==> config.mk <==
export PLATFORM = sky130hd
export DESIGN_NAME = tbdec_ctrl_flat
export DESIGN_NICKNAME = d
export VERILOG_FILES = /design/src/rtl/tbdec_ctrl_if.sv /design/src/rtl/tbdec_ctrl.sv /design/src/flat_wrapper.sv
export SDC_FILE = /design/constraint.sdc
export NUM_CORES = 1
export LEC_CHECK = 0
export CAP_MARGIN = 10
export CORE_MARGIN = 10
export CORE_UTILIZATION = 46
export CTS_CLUSTER_DIAMETER = 30
export CTS_CLUSTER_SIZE = 28
export DETAILED_ROUTE_END_ITERATION = 10
export PLACE_DENSITY = 0.83
export SLEW_MARGIN = 30
export SYNTH_ARGS = -nofsm -noshare
export SYNTH_HDL_FRONTEND = slang
export SYNTH_SLANG_ARGS = --single-unit
==> constraint.sdc <==
create_clock -name clk -period 1.7 [get_ports clk]
set_input_delay 0.34 -clock clk [delete_from_list [all_inputs] [get_ports clk]]
set_output_delay 0.34 -clock clk [all_outputs]
set_load 0.02 [all_outputs]
==> src/rtl/tbdec_ctrl_if.sv <==
// Request/response bundle between the core/debug requesters, decode_tbdec and tbdec_ctrl.
// The master modport is the requester/timebase side; the slave modport is tbdec_ctrl.
interface tbdec_ctrl_if;
  logic        cpu_req;
  logic [1:0]  cpu_sel;
  logic [31:0] cpu_val;
  logic        cpu_ack;
  logic        dbg_req;
  logic [63:0] dbg_tb;
  logic        dbg_ack;
  logic        write_tbl;
  logic        write_tbu;
  logic        write_dec;
  logic [31:0] write_val;
  logic        dec_trigger;
  logic        dec_irq_en;
  logic        dec_irq_ack;
  logic        dec_irq;

  modport master (
    output cpu_req, cpu_sel, cpu_val, dbg_req, dbg_tb,
    output dec_trigger, dec_irq_en, dec_irq_ack,
    input  cpu_ack, dbg_ack, write_tbl, write_tbu, write_dec, write_val, dec_irq
  );

  modport slave (
    input  cpu_req, cpu_sel, cpu_val, dbg_req, dbg_tb,
    input  dec_trigger, dec_irq_en, dec_irq_ack,
    output cpu_ack, dbg_ack, write_tbl, write_tbu, write_dec, write_val, dec_irq
  );
endinterface

==> src/rtl/tbdec_ctrl.sv <==
// Arbitrates the decode_tbdec write port between core mtspr writes and atomic debug TB loads,
// and latches rising edges of dec_trigger into a maskable decrementer interrupt request.
module tbdec_ctrl (
  input  logic       clk,
  input  logic       reset,
  tbdec_ctrl_if.slave bus
);

  typedef enum logic [2:0] {
    ST_IDLE   = 3'd0,
    ST_CPU_WR = 3'd1,
    ST_DBG_L0 = 3'd2,
    ST_DBG_U  = 3'd3,
    ST_DBG_L  = 3'd4
  } state_t;

  localparam logic GRANT_CPU = 1'b0;
  localparam logic GRANT_DBG = 1'b1;

  // Strobe vector layout: [0]=TBL, [1]=TBU, [2]=DEC
  function automatic logic [2:0] sel_strobes(input logic [1:0] sel);
    logic [2:0] stb;
    case (sel)
      2'd0:    stb = 3'b001;
      2'd1:    stb = 3'b010;
      2'd2:    stb = 3'b100;
      default: stb = 3'b000;
    endcase
    return stb;
  endfunction

  state_t      state_r;
  state_t      state_nxt_s;
  logic        grant_cpu_s;
  logic        grant_dbg_s;
  logic        last_grant_r;
  logic [63:0] tb_hold_r;

  logic [2:0]  strobe_s;
  logic [31:0] write_val_s;
  logic        cpu_ack_s;
  logic        dbg_ack_s;
  logic [2:0]  strobe_r;
  logic [31:0] write_val_r;
  logic        cpu_ack_r;
  logic        dbg_ack_r;

  logic        trig_prev_r;
  logic        pending_r;

  // State register
  always_ff @(posedge clk) begin
    if (reset) begin
      state_r <= ST_IDLE;
    end else begin
      state_r <= state_nxt_s;
    end
  end

  // Next-state logic with alternating arbitration when both requesters collide in IDLE
  always_comb begin
    state_nxt_s = state_r;
    grant_cpu_s = 1'b0;
    grant_dbg_s = 1'b0;
    case (state_r)
      ST_IDLE: begin
        if (bus.cpu_req && bus.dbg_req) begin
          if (last_grant_r == GRANT_CPU) begin
            grant_dbg_s = 1'b1;
          end else begin
            grant_cpu_s = 1'b1;
          end
        end else if (bus.cpu_req) begin
          grant_cpu_s = 1'b1;
        end else if (bus.dbg_req) begin
          grant_dbg_s = 1'b1;
        end else begin
          grant_cpu_s = 1'b0;
        end
        if (grant_cpu_s) begin
          state_nxt_s = ST_CPU_WR;
        end else if (grant_dbg_s) begin
          state_nxt_s = ST_DBG_L0;
        end else begin
          state_nxt_s = ST_IDLE;
        end
      end
      ST_CPU_WR: state_nxt_s = ST_IDLE;
      ST_DBG_L0: state_nxt_s = ST_DBG_U;
      ST_DBG_U:  state_nxt_s = ST_DBG_L;
      ST_DBG_L:  state_nxt_s = ST_IDLE;
      default:   state_nxt_s = ST_IDLE;
    endcase
  end

  // Output decode from the next state so the registered strobes line up with the state they belong to.
  // CPU_WR is only entered straight from a grant, so the live cpu_sel/cpu_val are the granted ones;
  // TBL is zeroed first so a low-word carry cannot ripple into TBU mid-load.
  always_comb begin
    strobe_s    = 3'b000;
    write_val_s = 32'd0;
    cpu_ack_s   = 1'b0;
    dbg_ack_s   = 1'b0;
    case (state_nxt_s)
      ST_CPU_WR: begin
        strobe_s    = sel_strobes(bus.cpu_sel);
        write_val_s = bus.cpu_val;
        cpu_ack_s   = 1'b1;
      end
      ST_DBG_L0: begin
        strobe_s    = 3'b001;
        write_val_s = 32'd0;
      end
      ST_DBG_U: begin
        strobe_s    = 3'b010;
        write_val_s = tb_hold_r[63:32];
      end
      ST_DBG_L: begin
        strobe_s    = 3'b001;
        write_val_s = tb_hold_r[31:0];
        dbg_ack_s   = 1'b1;
      end
      default: begin
        strobe_s    = 3'b000;
        write_val_s = 32'd0;
      end
    endcase
  end

  // Registered strobes, data and acks
  always_ff @(posedge clk) begin
    if (reset) begin
      strobe_r    <= 3'b000;
      write_val_r <= 32'd0;
      cpu_ack_r   <= 1'b0;
      dbg_ack_r   <= 1'b0;
    end else begin
      strobe_r    <= strobe_s;
      write_val_r <= write_val_s;
      cpu_ack_r   <= cpu_ack_s;
      dbg_ack_r   <= dbg_ack_s;
    end
  end

  // Grant history and debug TB capture
  always_ff @(posedge clk) begin
    if (reset) begin
      last_grant_r <= GRANT_CPU;
      tb_hold_r    <= 64'd0;
    end else if (grant_dbg_s) begin
      last_grant_r <= GRANT_DBG;
      tb_hold_r    <= bus.dbg_tb;
    end else if (grant_cpu_s) begin
      last_grant_r <= GRANT_CPU;
    end else begin
      last_grant_r <= last_grant_r;
    end
  end

  // Decrementer interrupt latch; a new edge wins over a coincident acknowledge
  always_ff @(posedge clk) begin
    if (reset) begin
      trig_prev_r <= 1'b0;
      pending_r   <= 1'b0;
    end else begin
      trig_prev_r <= bus.dec_trigger;
      if (bus.dec_trigger && !trig_prev_r) begin
        pending_r <= 1'b1;
      end else if (bus.dec_irq_ack) begin
        pending_r <= 1'b0;
      end else begin
        pending_r <= pending_r;
      end
    end
  end

  assign bus.write_tbl = strobe_r[0];
  assign bus.write_tbu = strobe_r[1];
  assign bus.write_dec = strobe_r[2];
  assign bus.write_val = write_val_r;
  assign bus.cpu_ack   = cpu_ack_r;
  assign bus.dbg_ack   = dbg_ack_r;
  assign bus.dec_irq   = pending_r & bus.dec_irq_en;

endmodule

==> src/flat_wrapper.sv <==
// flat-port wrapper written by rule: the top's interface ports become plain ports
module tbdec_ctrl_flat 
  (clk, reset, bus_cpu_req, bus_cpu_sel, bus_cpu_val, bus_dbg_req, bus_dbg_tb, bus_dec_trigger, bus_dec_irq_en, bus_dec_irq_ack, bus_cpu_ack, bus_dbg_ack, bus_write_tbl, bus_write_tbu, bus_write_dec, bus_write_val, bus_dec_irq);
  tbdec_ctrl_if bus_i ();
  input  logic clk;
  input  logic reset;
  input wire logic [$bits(bus_i.cpu_req)-1:0] bus_cpu_req;
  input wire logic [$bits(bus_i.cpu_sel)-1:0] bus_cpu_sel;
  input wire logic [$bits(bus_i.cpu_val)-1:0] bus_cpu_val;
  input wire logic [$bits(bus_i.dbg_req)-1:0] bus_dbg_req;
  input wire logic [$bits(bus_i.dbg_tb)-1:0] bus_dbg_tb;
  input wire logic [$bits(bus_i.dec_trigger)-1:0] bus_dec_trigger;
  input wire logic [$bits(bus_i.dec_irq_en)-1:0] bus_dec_irq_en;
  input wire logic [$bits(bus_i.dec_irq_ack)-1:0] bus_dec_irq_ack;
  output wire logic [$bits(bus_i.cpu_ack)-1:0] bus_cpu_ack;
  output wire logic [$bits(bus_i.dbg_ack)-1:0] bus_dbg_ack;
  output wire logic [$bits(bus_i.write_tbl)-1:0] bus_write_tbl;
  output wire logic [$bits(bus_i.write_tbu)-1:0] bus_write_tbu;
  output wire logic [$bits(bus_i.write_dec)-1:0] bus_write_dec;
  output wire logic [$bits(bus_i.write_val)-1:0] bus_write_val;
  output wire logic [$bits(bus_i.dec_irq)-1:0] bus_dec_irq;
  assign bus_i.cpu_req = bus_cpu_req;
  assign bus_i.cpu_sel = bus_cpu_sel;
  assign bus_i.cpu_val = bus_cpu_val;
  assign bus_i.dbg_req = bus_dbg_req;
  assign bus_i.dbg_tb = bus_dbg_tb;
  assign bus_i.dec_trigger = bus_dec_trigger;
  assign bus_i.dec_irq_en = bus_dec_irq_en;
  assign bus_i.dec_irq_ack = bus_dec_irq_ack;
  assign bus_cpu_ack = bus_i.cpu_ack;
  assign bus_dbg_ack = bus_i.dbg_ack;
  assign bus_write_tbl = bus_i.write_tbl;
  assign bus_write_tbu = bus_i.write_tbu;
  assign bus_write_dec = bus_i.write_dec;
  assign bus_write_val = bus_i.write_val;
  assign bus_dec_irq = bus_i.dec_irq;
  tbdec_ctrl u_core (.clk(clk), .reset(reset), .bus(bus_i));
endmodule
==> results of run 1 <==
-- area by class of cell --
| class | count | area [um2] | area share [%] |
|---|---|---|---|
| clock buffers | 9 | 124 | 2.00 |
| multi-input cells | 283 | 2080 | 33.6 |
| repair buffers | 157 | 1590 | 25.7 |
| inverters | 2 | 7.51 | 0.121 |
| clock inverters | 7 | 83.8 | 1.35 |
| well taps | 129 | 161 | 2.61 |
| flip-flops and latches | 107 | 2140 | 34.6 |
-- path summary, 6_finish.rpt --
check	startpoint	end	slack, ns	depth (start not counted)
worst max-delay path	u_core.bus.dbg_ack$_SDFF_PP0_	bus_dbg_ack	0.05	1
worst min-delay path	reset	u_core.strobe_r[0]$_SDFF_PP0_	0.36	3
worst max register to register	u_core.state_r[2]$_SDFF_PP0_	u_core.bus.write_val[7]$_SDFF_PP0_	0.09	4
worst min register to register	u_core.tb_hold_r[34]$_SDFFE_PP0P_	u_core.tb_hold_r[34]$_SDFFE_PP0P_	0.48	2
-- synthesized netlist by cell type --
cell type	instances	share of area (%)
dfxtp_1	107	48
nand2b_1	67	9.5
nand4b_1	64	13
o21ai_0	64	7.2
clkbuf_1	36	3.1
mux2i_1	32	7.2
o2bb2ai_1	32	6.3
buf_2	5	0.57
buf_6	4	1.0
nor2_1	4	0.34
a21oi_1	3	0.34
nor3_1	3	0.34
and2_1	2	0.28
buf_1	2	0.17
inv_1	2	0.17
nor2b_1	2	0.28
a2111oi_0	1	0.20
a21boi_0	1	0.17
a311oi_1	1	0.20
and3b_1	1	0.20
nor3_4	1	0.37
o21ba_2	1	0.23
o22ai_1	1	0.14
or2_2	1	0.14
or3b_2	1	0.20
or4_4	1	0.25
-- logic make-up (layout without fill, tap and decap cells) --
logic type / count (synthesis) / after routing
simple gates: 147 / 147
flops: 107 / 107
buf+inv: 49 / 175
mux: 32 / 32
compound gates: 104 / 104
-- power breakdown --
group,switching [mW],total (mW),internal [mW]
sequential,0.0894,2.78,2.69
clock,0.893,1.60,0.708
combinational,0.523,1.09,0.563
total,1.51,5.47,3.96
-- sequential cells by signal, summed over array words and instances (netlist names) --
| name | cells |
|---|---|
| u_core.state_r | 3 |
| u_core.tb_hold_r | 64 |
| u_core.bus.write_val | 32 |
| u_core.bus.cpu_ack | 1 |
| u_core.trig_prev_r | 1 |
| u_core.strobe_r | 3 |
| u_core.last_grant_r | 1 |
| u_core.bus.dbg_ack | 1 |
| u_core.pending_r | 1 |
-- repair_timing --
action                                  CTS  global route
resized for setup                         1             4
endpoints found under the hold margin     0             0
endpoints found under the setup margin    1             4
cloned                                    0             0
-- per-layer routing --
layer | global-route usage [%] | up-vias | wire length [um]
met5 | 0 | - | 0
met4 | 4.64 | 0 | 132
met3 | 4.99 | 11 | 739
met2 | 28.4 | 109 | 6100
met1 | 20.4 | 1761 | 5350
li1 | - | 1827 | -
-- metrics by stage --
stage / TNS [ns] / utilization, %
floorplan: 0 / -
global placement: -0.540 / 64.3
detailed placement: -3.67 / 64.3
CTS: 0 / 66.5
global route: 0 / 66.7
finish: 0 / 66.7
==> flow_summary.json, run 1 <==
{
  "status": "complete, no violations",
  "drt-total-wl_um": 12300,
  "drtPass1Iterations": 5,
  "max_stage_delay_ns": 0.61,
  "power.leakage_nw": 2.12,
  "die_h_um": 118,
  "n_fill_cell": 739,
  "cts_buffers": 9,
  "wl_per_cell_um": 17.8,
  "diodes": 0,
  "cts_tree": "built",
  "synth_xor_area_share_pct": 0,
  "layout_common_cells": "clkdlybuf4s50_1 (137), dfxtp_1 (106), nand2b_1 (67), nand4b_1 (64), o21ai_0 (64)",
  "pin_count": 143,
  "port_buffers": 142,
  "ant_nets": 0,
  "overflow": 0,
  "vias_per_cell": 5.34,
  "power.total_mw": 5.47,
  "yosysSeqAreaShare_pct": 48.4,
  "clk_pin_slew_ns": 0.10,
  "dp_hpwl_um": 8710,
  "die_x_um": 118,
  "hold_class": "in2reg",
  "stdcell_count": 694,
  "critPathTopFamily": "buffers and inverters",
  "synthAdderAreaFrac_pct": 0,
  "cts_buffer_depth": 2,
  "initial_core_util_pct": 47.7,
  "final_area_um2": 6190,
  "layout.nets": 665,
  "drc": 0,
  "synthMuxAreaShare_pct": 7.24,
  "final_max_slew_viol_count": 0,
  "place_inst": 678,
  "synth_warnings": 0,
  "drt_iter0_drc": 213,
  "antenna_found_initial": 0,
  "avgSynthCellArea_um2": 10.1,
  "worst_skew_pair.late_latency_ns": 0.36,
  "whs_ns": 0.357,
  "core_area_um2": 9280,
  "critPathRequiredTime_ns": 1.36,
  "area_delta_synth_final_pct": 39.9,
  "grt_pass1_vias": 3762,
  "crit_buf_inv": 1,
  "crit_path_max_fanout": 1,
  "post-place-ws_ns": -0.151,
  "synth_nets": 544,
  "drive_above_1_share_pct": 7.26,
  "startpoint_type": "register",
  "synth.cell_area_um2": 4430,
  "final_common_cell": "clkdlybuf4s50_1",
  "finalHoldViolations": 0,
  "post_cts_buffers": 0,
  "cts_root_buf": "clkbuf_8",
  "fp.dieArea_um2": 13900,
  "powerDensity_nw_per_um2": 883,
  "track_usage_pct": 16.9,
  "ctsHoldBuffers": 0,
  "worstMarginPinSlew_ns": 0.435,
  "cts_max_level": 3,
  "setup_ws_ns": 0.0515,
  "place_area_um2": 5970,
  "synth_compound_area_share_pct": 14.8,
  "cts_num_sinks": 107,
  "synth_top_family_by_area": "simple AND/OR/NAND/NOR gates",
  "cp_slowest_cell": "clkdlybuf4s50_1",
  "synthSimpleGateAreaFrac_pct": 24.5,
  "cp-end-kind": "output pin",
  "ys_types": 26,
  "via_count": 3708,
  "row_count": 35,
  "cap_violations": 0,
  "setup_viol": 0,
  "period_share_pct": 97.0,
  "fin_skew_ns": 0.0129,
  "grt_pass1_wl_um": 19700,
  "syn_inst": 439,
  "irDropWorstVdd_mv": 0.423,
  "arrival_ns": 1.31,
  "min_period_ns": 1.65,
  "place_congestion": 0.787,
  "worstSetupPathType": "reg2out",
  "synth-seq-cells": 107,
  "crit_chain": "clkdlybuf4s50_1",
  "slew-limit-headroom_pct": 70.2,
  "fmax_mhz": 607,
  "rsz0062_at_grt": "false",
  "grt_max_degree": 135
}
Note: power is estimated with default switching activity, not from simulation.
==> run 2, diff against run 1 <==
--- a/config.mk
+++ b/config.mk
@@ -6,12 +6,14 @@
 export NUM_CORES = 1
 export LEC_CHECK = 0
 export CAP_MARGIN = 10
+export CORE_ASPECT_RATIO = 0.7
 export CORE_MARGIN = 10
-export CORE_UTILIZATION = 46
+export CORE_UTILIZATION = 59
 export CTS_CLUSTER_DIAMETER = 30
 export CTS_CLUSTER_SIZE = 28
 export DETAILED_ROUTE_END_ITERATION = 10
-export PLACE_DENSITY = 0.83
+export DONT_BUFFER_PORTS = 1
+export PLACE_DENSITY = 0.78
 export SLEW_MARGIN = 30
 export SYNTH_ARGS = -nofsm -noshare
 export SYNTH_HDL_FRONTEND = slang
==> run 2 against run 1 <==
  * Non-clock buffer count shrank 145
  * Clock skew decreased by 0.0022 ns
  * Sequential share of layout area up 11 points
  * Clock-buffer cell count up 3
  * Flip-flop and latch count unchanged
  * Combinational power shrank 43%
==> flow_summary.json, run 2 (synthesis results as in run 1) <==
{
  "status": "complete, no violations",
  "p_clk_share_pct": 34.8,
  "cap_violations": 0,
  "r2r-end": "u_core.strobe_r[2]$_SDFF_PP0_",
  "power_frac_comb_pct": 11.7,
  "cts_root_buf": "clkbuf_8",
  "grt_pass1_vias": 3132,
  "critPathTopFamily": "simple AND/OR/NAND/NOR gates",
  "r2r_setup_slack_ns": 0.11,
  "cts_tree": "built",
  "critPathRequiredTime_ns": 2.02,
  "pin_count": 143,
  "r2r_start": "u_core.state_r[2]$_SDFF_PP0_",
  "regArea_um2": 2140,
  "hold_class": "in2reg",
  "post_cts_buffers": 0,
  "die_x_um": 124,
  "p_switching_mw": 1.35,
  "period_share_pct": 93.8,
  "finalHoldViolations": 0,
  "largest_reg_flops": 64,
  "worst_skew_pair.late_latency_ns": 0.37,
  "track_usage_pct": 19.1,
  "setup_viol": 0,
  "antenna_found_initial": 0,
  "worstSetupPathType": "reg2reg",
  "n_fill_cell": 630,
  "worstHoldStart": "reset",
  "hold_depth": 1,
  "drt-total-wl_um": 11300,
  "arrival_ns": 1.91,
  "row_count": 26,
  "fp.dieArea_um2": 11400,
  "area_delta_synth_final_pct": 6.28,
  "drtPass1Iterations": 5,
  "fin_skew_ns": 0.0107,
  "layout_common_cells": "dfxtp_1 (106), nand2b_1 (67), nand4b_1 (64), o21ai_0 (64)",
  "final_common_cell": "dfxtp_1",
  "port_buffers": 0,
  "crit_path_max_fanout": 16,
  "drc": 0,
  "place_congestion": 0.749,
  "diodes": 0,
  "overflow": 0,
  "cp-end-kind": "register",
  "grt_pass1_wl_um": 17400,
  "startpoint_type": "register",
  "power.leakage_nw": 1.52,
  "wl_per_cell_um": 21.9,
  "crit_chain": "or4_4 -> nor3_4 -> buf_4 -> and3b_1",
  "drive_above_1_share_pct": 8.33,
  "whs_endpoint": "u_core.state_r[0]$_SDFF_PP0_",
  "cts_max_level": 3,
  "min_period_ns": 1.59,
  "whs_ns": 0.0678,
  "cts_buffer_depth": 2,
  "cp_slowest_cell": "or4_4",
  "layout.nets": 520,
  "die_h_um": 92.5,
  "r2r_cells": 4,
  "powerDensity_nw_per_um2": 1130,
  "cts_resized": 0,
  "slew-limit-headroom_pct": 69.4,
  "crit_buf_inv": 1,
  "irDropWorstVdd_mv": 0.789,
  "max_stage_delay_ns": 0.56,
  "regMostFlops": "u_core.tb_hold_r",
  "worstMarginPinSlew_ns": 0.458,
  "core_area_um2": 7290,
  "fmax_mhz": 627,
  "internal-power_mw": 3.97,
  "vias_per_cell": 6.10,
  "cts_buffers": 9,
  "p_seq_share_pct": 53.6,
  "initial_core_util_pct": 60.7,
  "final_max_slew_viol_count": 0,
  "dp_hpwl_um": 7540,
  "ctsHoldBuffers": 0,
  "cts_num_sinks": 107,
  "tns_ns": 0,
  "via_count": 3161,
  "clk_pin_slew_ns": 0.10,
  "ant_nets": 0,
  "multi_input_area_um2": 2080,
  "drt_iter0_drc": 317,
  "switching_share_pct": 25.4,
  "grt_max_degree": 137,
  "rsz0062_at_grt": "false"
}
## run 2: cell types whose count changed in the layout (fill, tap and decap cells not counted), moves of 2 or more
cell	delta
buf_12	-3
bufinv_16	+2
clkbuf_1	+2
clkdlybuf4s50_1	-137
clkinv_4	-2
dlymetal6s2s_1	-3
inv_6	-2
## run 2: per-layer routing
layer	GRT usage, %	vias up	share of wire [%]
li1	-	1543	-
met1	23.2	1508	42
met2	29.6	106	46
met3	9.28	4	11
met4	5.22	0	0.50
met5	0	-	0
## run 2: power groups by stage
stage / Combinational, mW / Clock, mW / Sequential, mW
finish: 0.620 / 1.85 / 2.85
global route: 0.681 / 1.99 / 2.87
CTS: 0.618 / 1.89 / 2.85
detailed placement: 0.616 / 0 / 2.91
global placement: 0.596 / 0 / 2.90
floorplan: 0.517 / 0 / 2.87
## run 2: how the worst max path moves through the flow
stage	startpoint	endpoint	slack (ns)	cells past startpoint
floorplan	reset	u_core.bus.write_val[10]$_SDFF_PP0_	0.12	5
global placement	u_core.state_r[2]$_SDFF_PP0_	u_core.strobe_r[2]$_SDFF_PP0_	0.18	4
detailed placement	u_core.state_r[2]$_SDFF_PP0_	u_core.bus.write_val[2]$_SDFF_PP0_	0.10	4
CTS	u_core.state_r[2]$_SDFF_PP0_	u_core.bus.write_val[5]$_SDFF_PP0_	0.07	4
global route	u_core.state_r[2]$_SDFF_PP0_	u_core.strobe_r[2]$_SDFF_PP0_	0.02	4
finish	u_core.state_r[2]$_SDFF_PP0_	u_core.strobe_r[2]$_SDFF_PP0_	0.11	4
## run 2: area by class of cell
class / count / share of cell area, %
Inverter: 2 / 0.160
Clock inverter: 4 / 2.08
Tap cell: 98 / 2.61
Clock buffer: 12 / 3.09
Multi-Input combinational cell: 283 / 44.2
Sequential cell: 107 / 45.6
Timing Repair Buffer: 12 / 2.26
## run 2: through the flow
stage	setup WS, ns	util, %	instances	total power, mW	area (um2)
detailed placement	0.105	61.2	502	3.53	4460
floorplan	0.117	-	439	3.39	4430
CTS	0.0665	64.5	518	5.36	4700
global placement	0.183	61.2	502	3.50	4460
finish	0.105	64.5	518	5.32	4700
global route	0.0155	64.5	518	5.54	4700
